[src/rtl/alu_pkg.sv]
// rtl/alu_pkg.sv - shared opcodes, FSM encoding and widths for the ALU and its op sequencer
package alu_pkg;

  localparam int ALU_WIDTH = 8;
  localparam int SETTLE_W  = 4;

  localparam logic [2:0] OP_ADD = 3'd0;
  localparam logic [2:0] OP_SUB = 3'd1;
  localparam logic [2:0] OP_AND = 3'd2;
  localparam logic [2:0] OP_OR  = 3'd3;
  localparam logic [2:0] OP_XOR = 3'd4;
  localparam logic [2:0] OP_NOT = 3'd5;
  localparam logic [2:0] OP_SHL = 3'd6;
  localparam logic [2:0] OP_SHR = 3'd7;

  typedef enum logic [1:0] {
    IDLE  = 2'd0,
    DRIVE = 2'd1,
    RESP  = 2'd2
  } seq_state_t;

endpackage

[src/rtl/alu_seq_stats.sv]
// rtl/alu_seq_stats.sv - saturating response/zero counters, used when ALU_SEQ_STATS_EN is defined
module alu_seq_stats #(
  parameter int CNT_WIDTH = 16
) (
  input  logic                 clk,
  input  logic                 rst_n,
  input  logic                 rsp_fire,
  input  logic                 rsp_zero,
  output logic [CNT_WIDTH-1:0] stat_ops,
  output logic [CNT_WIDTH-1:0] stat_zero
);

  always_ff @(posedge clk or negedge rst_n) begin
    if (!rst_n) begin
      stat_ops  <= '0;
      stat_zero <= '0;
    end else begin
      if (rsp_fire && (stat_ops != '1)) begin
        stat_ops <= stat_ops + 1'b1;
      end
      if (rsp_fire && rsp_zero && (stat_zero != '1)) begin
        stat_zero <= stat_zero + 1'b1;
      end
    end
  end

endmodule

[src/rtl/alu_op_sequencer.sv]
// rtl/alu_op_sequencer.sv - drives the ALU from a request channel and returns results on a response channel
// Optional statistics outputs are enabled by defining ALU_SEQ_STATS_EN.
module alu_op_sequencer
  import alu_pkg::*;
#(
  parameter int WIDTH         = ALU_WIDTH,
  parameter int SETTLE_CYCLES = 1,
  parameter int CNT_WIDTH     = 16
) (
  input  logic             clk,
  input  logic             rst_n,
  input  logic             req_valid,
  output logic             req_ready,
  input  logic [WIDTH-1:0] req_a,
  input  logic [WIDTH-1:0] req_b,
  input  logic [2:0]       req_op,
  input  logic             req_chain,
  output logic [WIDTH-1:0] alu_a,
  output logic [WIDTH-1:0] alu_b,
  output logic [2:0]       alu_control,
  input  logic [WIDTH-1:0] alu_result,
  input  logic             alu_zero,
  output logic             rsp_valid,
  input  logic             rsp_ready,
  output logic [WIDTH-1:0] rsp_result,
  output logic             rsp_zero,
  output logic             busy
`ifdef ALU_SEQ_STATS_EN
  ,
  output logic [CNT_WIDTH-1:0] stat_ops,
  output logic [CNT_WIDTH-1:0] stat_zero
`endif
);

  if (SETTLE_CYCLES < 1 || SETTLE_CYCLES > 15 || CNT_WIDTH < 1) begin : g_param_check
    $error("alu_op_sequencer: illegal SETTLE_CYCLES or CNT_WIDTH");
  end

  localparam logic [SETTLE_W-1:0] SETTLE_LOAD = SETTLE_W'(SETTLE_CYCLES - 1);

  seq_state_t          state;
  seq_state_t          state_nxt;
  logic [SETTLE_W-1:0] settle_cnt;
  logic [WIDTH-1:0]    acc;
  logic                accept;
  logic                capture;

  always_ff @(posedge clk or negedge rst_n) begin
    if (!rst_n) begin
      state <= IDLE;
    end else begin
      state <= state_nxt;
    end
  end

  always_comb begin
    state_nxt = state;
    accept    = 1'b0;
    capture   = 1'b0;
    case (state)
      IDLE: begin
        if (req_valid) begin
          accept    = 1'b1;
          state_nxt = DRIVE;
        end
      end
      DRIVE: begin
        if (settle_cnt == '0) begin
          capture   = 1'b1;
          state_nxt = RESP;
        end
      end
      RESP: begin
        if (rsp_ready) begin
          state_nxt = IDLE;
        end
      end
      default: state_nxt = IDLE;
    endcase
  end

  assign req_ready = (state == IDLE);
  assign rsp_valid = (state == RESP);
  assign busy      = (state != IDLE);

  // ALU inputs are only loaded on accept, so they stay put through DRIVE and RESP.
  always_ff @(posedge clk or negedge rst_n) begin
    if (!rst_n) begin
      alu_a       <= '0;
      alu_b       <= '0;
      alu_control <= '0;
      settle_cnt  <= '0;
      rsp_result  <= '0;
      rsp_zero    <= 1'b0;
      acc         <= '0;
    end else begin
      if (accept) begin
        alu_a       <= req_chain ? acc : req_a;
        alu_b       <= req_b;
        alu_control <= req_op;
        settle_cnt  <= SETTLE_LOAD;
      end else if ((state == DRIVE) && (settle_cnt != '0)) begin
        settle_cnt <= settle_cnt - 1'b1;
      end
      if (capture) begin
        rsp_result <= alu_result;
        rsp_zero   <= alu_zero;
        acc        <= alu_result;
      end
    end
  end

`ifdef ALU_SEQ_STATS_EN
  alu_seq_stats #(
    .CNT_WIDTH (CNT_WIDTH)
  ) u_stats (
    .clk       (clk),
    .rst_n     (rst_n),
    .rsp_fire  (rsp_valid && rsp_ready),
    .rsp_zero  (rsp_zero),
    .stat_ops  (stat_ops),
    .stat_zero (stat_zero)
  );
`endif

endmodule

[config.mk]
export PLATFORM = sky130hd
export DESIGN_NAME = alu_op_sequencer
export DESIGN_NICKNAME = d
export VERILOG_FILES = /design/src/rtl/alu_pkg.sv /design/src/rtl/alu_seq_stats.sv /design/src/rtl/alu_op_sequencer.sv
export SDC_FILE = /design/constraint.sdc
export NUM_CORES = 1
export LEC_CHECK = 0
export CORE_MARGIN = 3
export CORE_UTILIZATION = 44
export CTS_CLUSTER_SIZE = 14
export DETAILED_ROUTE_END_ITERATION = 7
export PLACE_DENSITY = 0.84
export SYNTH_ARGS = -nofsm -noshare
export SYNTH_HDL_FRONTEND = slang
export SYNTH_SLANG_ARGS = --single-unit
export TNS_END_PERCENT = 20
[constraint.sdc]
create_clock -name clk -period 3.6 [get_ports clk]
set_clock_uncertainty 0.05 [all_clocks]
set_input_delay 0.36 -clock clk [delete_from_list [all_inputs] [get_ports clk]]
set_output_delay 0.36 -clock clk [all_outputs]
set_load 0.05 [all_outputs]
==> Word level (Yosys, flattened, before mapping) <==
Cells that the tools add are included.
Widths: inputs -> output; s select.
{ "totals": {"regBits": 34, "inputBits": 33, "elab_cells": 31} }
{ "classes": {"addsub": 1, "n_eq_ne": 5, "muxes": 11, "reduce_logical": 7} }
{ "ops": {"columns": ["cell", "n"], "rows": [
  ["$mux 4", 2],
  ["$mux 8", 1],
  ["$mux 2", 3],
  ["$pmux 2 s3", 1],
  ["$logic_not 4->1", 1],
  ["$mux 1", 4],
  ["$ne 2x2->1 const B", 2],
  ["$reduce_bool 2->1", 2],
  ["$reduce_bool 4->1", 1],
  ["$sub 4x1->4 const B", 1],
  ["$reduce_and 3->1", 1],
  ["$eq 2x1->1 const B", 1],
  ["$eq 2x2->1 const B", 1],
  ["$logic_not 2->1", 1],
  ["$ne 2x1->1 const B", 1],
  ["$logic_and 1x1->1", 1]
]} }

==> Depth between registers and ports, before layout <==
Gate-level depths: netlist of run 1.
{ "depth": {"ltp_word": 4, "mapped_depth": 6, "ltp_nobuf": 5} }

==> Worst setup path after synthesis of run 1 <==
No wires, ideal clock.
{ "synth_path": {"path_type": "reg2reg", "start": "reg settle_cnt[0]", "end": "reg rsp_result[0]", "arrival_time_ps": 1532, "required_ps": 3425, "path_slack_ps": 1893, "path_stages_with_launch": 7, "n_path_buf": 1, "period_less_slack_ps": 1707, "path_cell_list": "dfrtp_1 -> inv_1 -> ha_1 -> or3b_1 -> nand2b_1 -> buf_2 -> mux2_2"} }
{ "synth_between": {"elab_chain_cells": 3} }
{ "synth_lines": {"columns": ["element", "line_no", "text"], "rows": [
  ["from (decl)", "alu_op_sequencer.sv:43", "logic [SETTLE_W-1:0] settle_cnt;"],
  ["from (signal assigned)", "alu_op_sequencer.sv:103", "settle_cnt <= settle_cnt - 1'b1;"],
  ["$logic_not 4->1", "alu_op_sequencer.sv:68", "if (settle_cnt == '0) begin"],
  ["$mux 1", "alu_op_sequencer.sv:68", null],
  ["$mux 1", "alu_op_sequencer.sv:60", "case (state)"],
  ["to (signal assigned)", "alu_op_sequencer.sv:106", "rsp_result <= alu_result;"],
  ["to (decl)", "alu_op_sequencer.sv:25", "output logic [WIDTH-1:0] rsp_result,"]
]} }
Every way passes these cells.
A chain may end at the register's enable or synchronous reset.

==> Worst setup path after layout of run 1 <==
{ "layout_path": {"start": "reg state[1]", "end": "out req_ready"} }
{ "layout_between": {"elab_chain_cells": 1} }
{ "layout_lines": {"columns": ["element", "line_no", "text"], "rows": [
  ["from (decl)", "alu_op_sequencer.sv:41", "seq_state_t state;"],
  ["from (signal assigned)", "alu_op_sequencer.sv:52", "state <= state_nxt;"],
  ["$logic_not 2->1", "alu_op_sequencer.sv:82", "assign req_ready = (state == IDLE);"],
  ["to (decl)", "alu_op_sequencer.sv:13", "output logic req_ready,"]
]} }
Every way passes these cells.

==> results of run 1 <==
worst max path at each step:
stage                                          from                         to
after floorplan           settle_cnt[0]$_DFFE_PN0P_  rsp_result[0]$_DFFE_PN0P_
after global placement                    req_valid       alu_b[0]$_DFFE_PN0P_
after detailed placement                  req_valid       alu_b[7]$_DFFE_PN0P_
after CTS                      state[0]$_DFFE_PN0P_                  req_ready
after global routing           state[0]$_DFFE_PN0P_                  req_ready
final                          state[1]$_DFFE_PN0P_                  req_ready
per-layer routing:
layer  up-vias  wire length (um)  global-route usage
li1        513                 -                   -
met1       536              1170               0.178
met2        21              1820               0.340
met3         6               128              0.0342
met4         0                52              0.0826
met5         -                 0                   0
through the flow:
step / util / cell area (um2)
global placement: 0.683 / 2100
CTS: 0.698 / 2150
floorplan: - / 1430
finish: 0.698 / 2150
global route: 0.698 / 2150
detailed placement: 0.683 / 2100
cell families (layout without fill, tap and decap cells):
logic type      Yosys count  in the layout  share of synthesized area
simple gates             24             24                     0.0884
fa+ha+maj                 2              2                     0.0175
mux                      30             30                      0.227
compound gates           13             13                     0.0464
buf+inv                   9             75                     0.0254
flops                    34             34                      0.595
registers in the layout, summed over array words and instances, names as in the netlist:
register,count
alu_a,8
rsp_result,8
settle_cnt,4
rsp_zero,1
alu_control,3
state,2
alu_b,8
Yosys cell counts:
cell	n
or4b_1	1
inv_1	4
or3b_2	1
a31oi_1	1
o21ai_0	10
dfrtp_1	34
nand2_1	12
buf_2	2
clkbuf_1	2
or3b_1	1
a21oi_1	2
ha_1	2
mux2i_1	10
mux2_2	20
nand2b_1	3
buf_1	1
or2_2	1
nor2_1	1
nor2b_1	1
and2_1	1
nand3_1	1
or4_1	1
area by class of cell:
| cell class | count | area, um2 |
|---|---|---|
| Fill cell | 225 | 931 |
| Sequential cell | 34 | 851 |
| Multi-Input combinational cell | 69 | 543 |
| Clock buffer | 7 | 45.0 |
| Tap cell | 44 | 55.1 |
| Inverter | 4 | 15.0 |
| Timing Repair Buffer | 64 | 638 |
critical path: cells and delay by family (launching register included):
kind                   cells  cell delay (ns)
buffers and inverters      2             0.87
DFF                        1             0.44
and+or+nand+nor            1             0.32
==> impl_metrics.toml, run 1 <==
[cells_and_area]
layout-drive-gt1-share = 0.157
synthToLayoutAreaGrowth_pct = 50.1
final_common_cell = "clkdlybuf4s50_1"
final_cell_mix = "clkdlybuf4s50_1, dfrtp_1, mux2_2, nand2_1"
layout.nets = 213
n_antenna_cell = 0
layout.cells.non_filler = 222

[global_routing]
grt_start_max_net_pins = 35
gr-total-overflow = 0
grt_pass1_wl_mm = 5.37
antenna_found_initial = 0
grt_use_total = 0.176
grt_pass1_vias = 1186

[setup_path]
reg2reg_to = "rsp_result[4]$_DFFE_PN0P_"
crit_chain = "or2_2 > inv_1 > clkdlybuf4s50_1"
path_max_fanout = 6
worst_r2r_path_depth = 5
r2r-start = "settle_cnt[0]$_DFFE_PN0P_"
start_kind = "flop"
r2r_slack_ns = 1.60
worstPathRequired_ns = 3.19
cp_slowest_cell = "clkdlybuf4s50_1"
path_class = "flop to primary output"
worstPathArrival_ns = 1.95
end_kind = "primary output"
max_stage_delay_ns = 0.80

[placement]
io_buffers = 63
pre_cts_ws_ns = 1.47
detailedPlacementHpwl_mm = 2.47
dp.cells = 215
gp_congestion = 0.696

[clocking]
clock-sinks = 34
post-cts-setup-buffers = 0
ctsHoldBuffers = 0
cts_buffers = 5
cts_resized = 0
h-tree-depth = 2
tritoncts = "yes"
clock_path_buffers = 2
cts-root-buf = "clkbuf_4"
clkTransAtPathRegs_ns = 0.09
clk-insertion-delay-late_ns = 0.32

[hold_path]
hold_class = "input port to asynchronous set/reset pin"

[timing]
hold_violations = 0
setup_viol = 0
rsz0062_at_grt = "false"
tns_ns = 0
fin_ws_ns = 1.24
slew_headroom = 0.606
hold_ws_ns = 0.374
period_minus_slack_ns = 2.36
max_freq_mhz = 424
period_share = 0.656
slew_violations = 0
tightest_slew_ns = 0.590

[yosys]
netlist_instances = 112
synth_top_area_share = 0.595
synth_area_leaders = "dfrtp_1, mux2_2, mux2i_1"
synth_warnings = 0
synth_top_cell_by_area = "dfrtp_1"
yosysSeqAreaShare = 0.595
synth_area_um2 = 1430
synth.avg_cell_area_um2 = 12.8
ys_ff_latch = 34
syn_nets = 147
ys_types = 22

[floorplan]
die_h_um = 63.0
start_util = 0.465
ios = 64
fp.dieArea_um2 = 3970
num_rows = 20
core_um2 = 3080
die_w_um = 63.0

[routing]
viasPerCell = 4.85
finalWirelength_mm = 3.18
dr_total_vias = 1076
drc = 0
detail-route-antenna-nets = 0
dr.pass1.iters = 2
drtIter0Drc = 28
wl_per_cell_um = 14.3

[job]
max_cap_viol_count = 0

[run_status]
status = "finished clean"
Power of run 1 is not shown: default switching activity piles up to over one toggle a cycle in this logic, so the estimate is an artifact.
==> run 2: changes to the inputs <==
--- a/config.mk
+++ b/config.mk
@@ -6,10 +6,10 @@
 export NUM_CORES = 1
 export LEC_CHECK = 0
 export CORE_MARGIN = 3
-export CORE_UTILIZATION = 44
+export CORE_UTILIZATION = 37
 export CTS_CLUSTER_SIZE = 14
 export DETAILED_ROUTE_END_ITERATION = 7
-export PLACE_DENSITY = 0.84
+export PLACE_DENSITY = 0.75
 export SYNTH_ARGS = -nofsm -noshare
 export SYNTH_HDL_FRONTEND = slang
 export SYNTH_SLANG_ARGS = --single-unit
==> constraint.sdc (replaced) <==
create_clock -name clk -period 2.1 [get_ports clk]
set_clock_uncertainty 0.05 [all_clocks]
set_input_delay 0.21 -clock clk [delete_from_list [all_inputs] [get_ports clk]]
set_output_delay 0.21 -clock clk [all_outputs]
set_load 0.05 [all_outputs]
==> impl_metrics.toml, run 2 (synthesized netlist as in run 1, its figures left out) <==
[setup_path]
crit_end = "busy"
worst_r2r_path_depth = 5
path_class = "flop to primary output"
r2r-start = "settle_cnt[0]$_DFFE_PN0P_"
path_depth = 2
cp_num_buf_inv = 1
r2r_slack_ns = 0.21
max_stage_delay_ns = 0.71
path_max_fanout = 6
worstPathRequired_ns = 1.84
reg2reg_to = "rsp_result[0]$_DFFE_PN0P_"
end_kind = "primary output"
crit_chain = "or2_2 > clkdlybuf4s50_1"
startpoint = "state[1]$_DFFE_PN0P_"
cp_slowest_cell = "clkdlybuf4s50_1"
start_kind = "flop"
crit_family = "buffers and inverters"
worstPathArrival_ns = 1.77

[cells_and_area]
final_common_cell = "clkdlybuf4s50_1"
layout-drive-gt1-share = 0.184
final_cell_mix = "clkdlybuf4s50_1, dfrtp_1, mux2_2, nand2_1"
n_antenna_cell = 0
reg_top3 = "alu_a (8), alu_b (8), rsp_result (8)"
layout.nets = 214
synthToLayoutAreaGrowth_pct = 53.4
layout.cells.non_filler = 225

[timing]
max_freq_mhz = 494
tightest_slew_ns = 0.514
slew_headroom = 0.656
period_share = 0.965
hold_violations = 0
slew_violations = 0
period_minus_slack_ns = 2.03
setup_viol = 0
tns_ns = 0
hold_ws_ns = 0.289
rsz0062_at_grt = "false"

[global_routing]
grt_start_max_net_pins = 35
grt_pass1_wl_mm = 5.33
grt_use_total = 0.160
gr-total-overflow = 0
grt_pass1_vias = 1164
antenna_found_initial = 0

[placement]
dp.cells = 218
gp_congestion = 0.682
detailedPlacementHpwl_mm = 2.56
io_buffers = 63

[routing]
drtIter0Drc = 65
drc = 0
dr.pass1.iters = 4
dr_total_vias = 1105
finalWirelength_mm = 3.33
detail-route-antenna-nets = 0
wl_per_cell_um = 14.8
viasPerCell = 4.91

[floorplan]
num_rows = 21
fp.dieArea_um2 = 4650
ios = 64
core_um2 = 3520
die_h_um = 68.2
die_w_um = 68.2
start_util = 0.406

[clocking]
clock_path_buffers = 2
clkTransAtPathRegs_ns = 0.07
tritoncts = "yes"
h-tree-depth = 2
clock-sinks = 34
cts-root-buf = "clkbuf_8"
post-cts-setup-buffers = 0
clk-insertion-delay-late_ns = 0.28
cts_buffers = 5
cts_resized = 0
ctsHoldBuffers = 0

[run_status]
status = "finished clean"

[hold_path]
hold_class = "input port to asynchronous set/reset pin"

[job]
max_cap_viol_count = 0
==> run 2: cell count changes in the layout (fill, tap and decap cells not counted), moves of 2 or more <==
cell and change:
buf_4 +2, clkbuf_4 -5, clkbuf_1 -2, clkbuf_8 +5, clkinv_2 +2, clkdlybuf4s50_1 -2
==> run 2: worst min-delay path by stage <==
stage	startpoint	to	slack, ns
finish	rst_n	rsp_zero$_DFFE_PN0P_	0.29
global route	rst_n	rsp_zero$_DFFE_PN0P_	0.32
CTS	rst_n	alu_a[2]$_DFFE_PN0P_	0.30
detailed placement	alu_a[4]$_DFFE_PN0P_	alu_a[4]$_DFFE_PN0P_	0.43
global placement	alu_a[6]$_DFFE_PN0P_	alu_a[6]$_DFFE_PN0P_	0.43
floorplan	rst_n	alu_a[0]$_DFFE_PN0P_	-0.14
==> run 2: per-layer routing <==
| metal | vias up | track usage | part of all wire |
|---|---|---|---|
| met5 | - | 0 | 0 |
| met4 | 0 | 0.0596 | 0.014 |
| met3 | 9 | 0.0706 | 0.10 |
| met2 | 68 | 0.260 | 0.50 |
| met1 | 514 | 0.186 | 0.39 |
| li1 | 514 | - | - |
==> run 2: final cells by class <==
| class | instances | area [um2] |
|---|---|---|
| clock inverter | 2 | 10.0 |
| clock buffer | 5 | 68.8 |
| tap | 46 | 57.6 |
| sequential | 34 | 851 |
| timing repair buffer | 65 | 646 |
| multi-input combinational | 69 | 546 |
| fill | 305 | 1330 |
| inverter | 4 | 15.0 |
==> run 2: metrics by stage <==
step / setup WS, ns / utilization / cell area (um2)
floorplan: 0.393 / - / 1430
CTS: 0.0575 / 0.622 / 2190
detailed placement: 0.0998 / 0.599 / 2110
global route: 0.0118 / 0.623 / 2190
finish: 0.0745 / 0.623 / 2190
global placement: 0.147 / 0.599 / 2110
Power of run 2 is left out for the same reason.
